File: src/rtl/gyro_sample_sequencer.sv
// rtl/gyro_sample_sequencer.sv - periodic six-byte gyro register reader driving an I2C master
// Optional per-transaction watchdog enabled by defining GYRO_SEQ_TIMEOUT_EN.
module gyro_sample_sequencer #(
    parameter int         CLK_FREQ       = 100_000_000,
    parameter int         SAMPLE_RATE    = 100,
    parameter logic [6:0] DEV_ADDR       = 7'h69,
    parameter logic [7:0] FIRST_REG      = 8'h28,
    parameter int         TIMEOUT_CYCLES = 1_000_000
) (
    input  logic        clk,
    input  logic        rst_n,
    input  logic        enable,
    output logic        i2c_start,
    output logic [6:0]  i2c_device_addr,
    output logic [7:0]  i2c_write_data,
    output logic        i2c_read_req,
    input  logic        i2c_done,
    input  logic [7:0]  i2c_read_data,
    input  logic        i2c_ack,
    output logic [15:0] gyro_x,
    output logic [15:0] gyro_y,
    output logic [15:0] gyro_z,
    output logic        sample_valid,
    output logic        busy,
    output logic        nack_err,
    output logic        overrun,
    output logic        timeout_err
);

    localparam int PERIOD = CLK_FREQ / SAMPLE_RATE;
    localparam int CNT_W  = (PERIOD > 1) ? $clog2(PERIOD) : 1;
    localparam logic [CNT_W-1:0] TICK_LAST = CNT_W'(PERIOD - 1);

    generate
        if (PERIOD < 2 || TIMEOUT_CYCLES < 1) begin : g_bad_cfg
            $error("gyro_sample_sequencer: PERIOD must be >= 2 and TIMEOUT_CYCLES >= 1");
        end
    endgenerate

    typedef enum logic [2:0] {
        S_IDLE,
        S_PTR_START,
        S_PTR_WAIT,
        S_RD_START,
        S_RD_WAIT,
        S_NEXT,
        S_PUBLISH
    } state_t;

    state_t           state;
    logic [2:0]       idx;
    logic [5:0][7:0]  byte_buf;
    logic [CNT_W-1:0] tick_cnt;
    logic             tick;

    assign i2c_device_addr = DEV_ADDR;
    assign busy            = (state != S_IDLE);
    assign tick            = enable && (tick_cnt == TICK_LAST);

    always_ff @(posedge clk or negedge rst_n) begin
        if (!rst_n) begin
            tick_cnt <= '0;
        end else if (!enable || tick) begin
            tick_cnt <= '0;
        end else begin
            tick_cnt <= tick_cnt + 1'b1;
        end
    end

`ifdef GYRO_SEQ_TIMEOUT_EN
    localparam int WD_W = $clog2(TIMEOUT_CYCLES + 1);
    logic [WD_W-1:0] wdog;
    logic            wdog_hit;
    assign wdog_hit = (wdog == WD_W'(TIMEOUT_CYCLES - 1));
`else
    assign timeout_err = 1'b0;
`endif

    always_ff @(posedge clk or negedge rst_n) begin
        if (!rst_n) begin
            state          <= S_IDLE;
            idx            <= '0;
            byte_buf       <= '0;
            i2c_start      <= 1'b0;
            i2c_write_data <= '0;
            i2c_read_req   <= 1'b0;
            gyro_x         <= '0;
            gyro_y         <= '0;
            gyro_z         <= '0;
            sample_valid   <= 1'b0;
            nack_err       <= 1'b0;
            overrun        <= 1'b0;
`ifdef GYRO_SEQ_TIMEOUT_EN
            wdog           <= '0;
            timeout_err    <= 1'b0;
`endif
        end else begin
            i2c_start    <= 1'b0;
            sample_valid <= 1'b0;
            nack_err     <= 1'b0;
            overrun      <= (tick && state != S_IDLE);
`ifdef GYRO_SEQ_TIMEOUT_EN
            timeout_err  <= 1'b0;
            if (state == S_PTR_WAIT || state == S_RD_WAIT) begin
                wdog <= wdog + 1'b1;
            end
`endif
            case (state)
                S_IDLE: begin
                    if (tick) begin
                        idx   <= '0;
                        state <= S_PTR_START;
                    end
                end
                S_PTR_START: begin
                    i2c_write_data <= FIRST_REG + {5'd0, idx};
                    i2c_read_req   <= 1'b0;
                    i2c_start      <= 1'b1;
`ifdef GYRO_SEQ_TIMEOUT_EN
                    wdog           <= '0;
`endif
                    state          <= S_PTR_WAIT;
                end
                S_PTR_WAIT: begin
                    if (i2c_done) begin
                        if (i2c_ack) begin
                            state <= S_RD_START;
                        end else begin
                            nack_err <= 1'b1;
                            state    <= S_IDLE;
                        end
                    end
`ifdef GYRO_SEQ_TIMEOUT_EN
                    else if (wdog_hit) begin
                        timeout_err <= 1'b1;
                        state       <= S_IDLE;
                    end
`endif
                end
                S_RD_START: begin
                    i2c_read_req <= 1'b1;
                    i2c_start    <= 1'b1;
`ifdef GYRO_SEQ_TIMEOUT_EN
                    wdog         <= '0;
`endif
                    state        <= S_RD_WAIT;
                end
                S_RD_WAIT: begin
                    if (i2c_done) begin
                        if (i2c_ack) begin
                            byte_buf[idx] <= i2c_read_data;
                            state         <= S_NEXT;
                        end else begin
                            nack_err <= 1'b1;
                            state    <= S_IDLE;
                        end
                    end
`ifdef GYRO_SEQ_TIMEOUT_EN
                    else if (wdog_hit) begin
                        timeout_err <= 1'b1;
                        state       <= S_IDLE;
                    end
`endif
                end
                S_NEXT: begin
                    // Samples and strobe are loaded on entry so they are visible during PUBLISH.
                    if (idx == 3'd5) begin
                        gyro_x       <= {byte_buf[1], byte_buf[0]};
                        gyro_y       <= {byte_buf[3], byte_buf[2]};
                        gyro_z       <= {byte_buf[5], byte_buf[4]};
                        sample_valid <= 1'b1;
                        state        <= S_PUBLISH;
                    end else begin
                        idx   <= idx + 3'd1;
                        state <= S_PTR_START;
                    end
                end
                S_PUBLISH: begin
                    state <= S_IDLE;
                end
                default: begin
                    state <= S_IDLE;
                end
            endcase
        end
    end

endmodule

File: config.mk
export PLATFORM = sky130hd
export DESIGN_NAME = gyro_sample_sequencer
export DESIGN_NICKNAME = d
export VERILOG_FILES = /design/src/rtl/gyro_sample_sequencer.sv
export SDC_FILE = /design/constraint.sdc
export NUM_CORES = 1
export LEC_CHECK = 0
export CELL_PAD_IN_SITES_DETAIL_PLACEMENT = 1
export CELL_PAD_IN_SITES_GLOBAL_PLACEMENT = 2
export CORE_ASPECT_RATIO = 1.75
export CORE_UTILIZATION = 40
export CTS_CLUSTER_DIAMETER = 60
export DETAILED_ROUTE_END_ITERATION = 8
export PLACE_DENSITY_LB_ADDON = 0.1
export SLEW_MARGIN = 20
export SYNTH_ARGS = -nofsm -noshare
export SYNTH_HDL_FRONTEND = slang
export SYNTH_SLANG_ARGS = --single-unit
File: constraint.sdc
create_clock -name clk -period 5.1 [get_ports clk]
set_input_delay 1.02 -clock clk [delete_from_list [all_inputs] [get_ports clk]]
set_output_delay 1.02 -clock clk [all_outputs]
set_load 0.01 [all_outputs]
==> qor.csv <==
metric;value;unit
peakVddDrop;0.265;mV
rsz0062_at_grt;false;
cp_top_family;simple AND/OR/NAND/NOR gates;
avgViaCountPerCell;5.04;
setup_viol;0;
grt_pass1_wl;19000;µm
r2r_slack;2.73;ns
critPathArrivalTime;1.97;ns
cp.required;4.08;ns
cpPeakStageDelay;0.53;ns
drc;0;
clk_pin_slew;0.06;ns
path_max_fanout;13;
synth-main-ff-cell;dfrtp_1;
cts_setup_buffers;0;
synth_cells;386;
ctsHoldBuffers;0;
synth_top_area_share;61.0;%
die_h;155;µm
fin_crit;2.99;ns
final_hold_viol_count;0;
leakagePower;3.19;nW
grt_start_max_net_pins;59;
ctsLongestPathBuffers;2;
die_area;13900;µm²
asyncSetResetFlopFracSynth;100;%
place.gp.congestion;0.722;
clock-sinks;131;
critPathKind;reg -> out;
ant_nets;0;
htreeDepth;4;
syn_avg_cell_area;13.9;µm²
fmax;335;MHz
worst_pin_slew;0.775;ns
ys_ff_latch;131;
antenna_cells;0;
fin_crit_sh;58.5;%
powerDensity;454;nW/µm²
die_w;89.6;µm
initial_core_util;41.3;%
routedWlPerCell;18.0;µm
cp-start-kind;register;
synth-edff-count;0;
area_growth;26.6;%
grt_pass1_vias;3550;
post-dp-hpwl;8100;µm
totalWireLength;11700;µm
drive_gt1_share;30.1;%
drv_slew;0;
synth.cell_area;5380;µm²
yosysTopAreaCell;dfrtp_1;
ys_seq_area_share;61.0;%
cp_slowest_cell;or3_2;
fp-row-count;55;
ctsResizeCount;0;
numCtsBuffers;17;
layout_commonest_cell;dfrtp_1;
io_pins;83;
hold_path.class;reg -> reg;
cap_viol_max_count;0;
crit_buf_inv;1;
nNetsFinal;478;
clk_latency;0.41;ns
synthTopCellsByArea;dfrtp_1 61%, mux2_2 21%, buf_4 2.4%;
cp_cell_sequence;or3_2 > clkdlybuf4s50_1;
track_usage;18.6;%
slew_headroom;48.3;%
cts_tree;done;
num_vias;3254;
yosysUniqueCellTypes;40;
critPathCaptureType;primary output;
final_cell_mix;131 x dfrtp_1, 99 x mux2_2, 70 x clkdlybuf4s50_1;
antenna_found_initial;0;
port-buffer-count;71;
core;13000;µm²
fin_skew;0.0107;ns
status;finished clean;
yosysWarnings;0;
clockRootBuffer;clkbuf_16;
fin_tns_setup;0;ns
firstDrtPassIters;4;
fin_total_pwr;3.09;mW
drt_iter0_markers;101;
grt_overflow;0;
flip-flops by register name, summed over array words and instances, names as in the netlist, 3 cells and up:
register,cells
byte_buf,48
gyro_x,16
gyro_y,16
gyro_z,16
i2c_write_data,4
idx,3
state,3
tick_cnt,20
synth_stat cells (5+ instances only):
master,instances
xor2_1,8
a21oi_1,10
nand3_1,8
nor2_1,18
nand4_1,7
mux2_2,99
inv_1,6
buf_4,17
buf_2,5
o21ai_0,6
nand2_1,13
dfrtp_1,131
or3_1,5
xnor2_1,6
worst paths after layout:
check                      cells past startpoint         startpoint           endpoint
hold reg to reg                                1  i2c_write_data[3]  i2c_write_data[3]
setup / recovery                               2           state[2]               busy
min in group asynchronous                      1              rst_n         gyro_z[13]
max in group asynchronous                      2              rst_n         gyro_y[12]
setup reg to reg                               4           state[0]         gyro_z[10]
hold / removal                                 1  i2c_write_data[3]  i2c_write_data[3]
metrics by stage:
stage	cells	hold slack, ns	utilization, %	worst slack, ns	area [µm²]
6_report	646	0.497	52.3	2.11	6800
4_1_cts	646	0.502	52.3	2.10	6800
5_1_grt	646	0.517	52.3	2.04	6800
3_3_place_gp	614	0.464	47.4	2.04	6170
3_5_place_dp	614	0.488	47.4	2.01	6170
2_1_floorplan	395	0.443	-	3.00	5410
power breakdown:
| group | leakage, nW | internal [mW] | total, mW | switching [mW] |
|---|---|---|---|---|
| clock network | 0.297 | 0.825 | 1.29 | 0.466 |
| registers | 1.80 | 1.23 | 1.37 | 0.141 |
| logic | 1.10 | 0.250 | 0.430 | 0.180 |
| total | 3.19 | 2.30 | 3.09 | 0.787 |
cell type report:
class	instances	area, µm²
flip-flops and latches	131	3280
inverters	6	22.5
clock inverters	14	204
multi-input cells	232	1930
well taps	171	214
fillers	1273	6200
repair buffers	74	731
clock buffers	18	429
layer usage:
metal  part of all wire [%]  wire, µm  track usage [%]
met1                     39      4500             20.5
met2                     57      6660             33.7
met3                    2.7       315             4.03
met4                    1.4       167             7.26
met5                      0         0                0
cell families (layout without fill, tap and decap cells):
kind of cell | after synthesis | count (layout) | share of synthesized area [%]
xor gates and xnor gates | 14 | 14 | 2.28
DFF | 131 | 131 | 61.0
and+or+nand+nor | 81 | 81 | 8.54
AOI/OAI and AO/OA | 24 | 24 | 2.77
other | 2 | 11 | 0.140
muxes | 99 | 99 | 20.7
buffers and inverters | 32 | 112 | 3.84
adders and majority gates | 3 | 3 | 0.698
No activity file was read; power rests on OpenSTA's default activity.
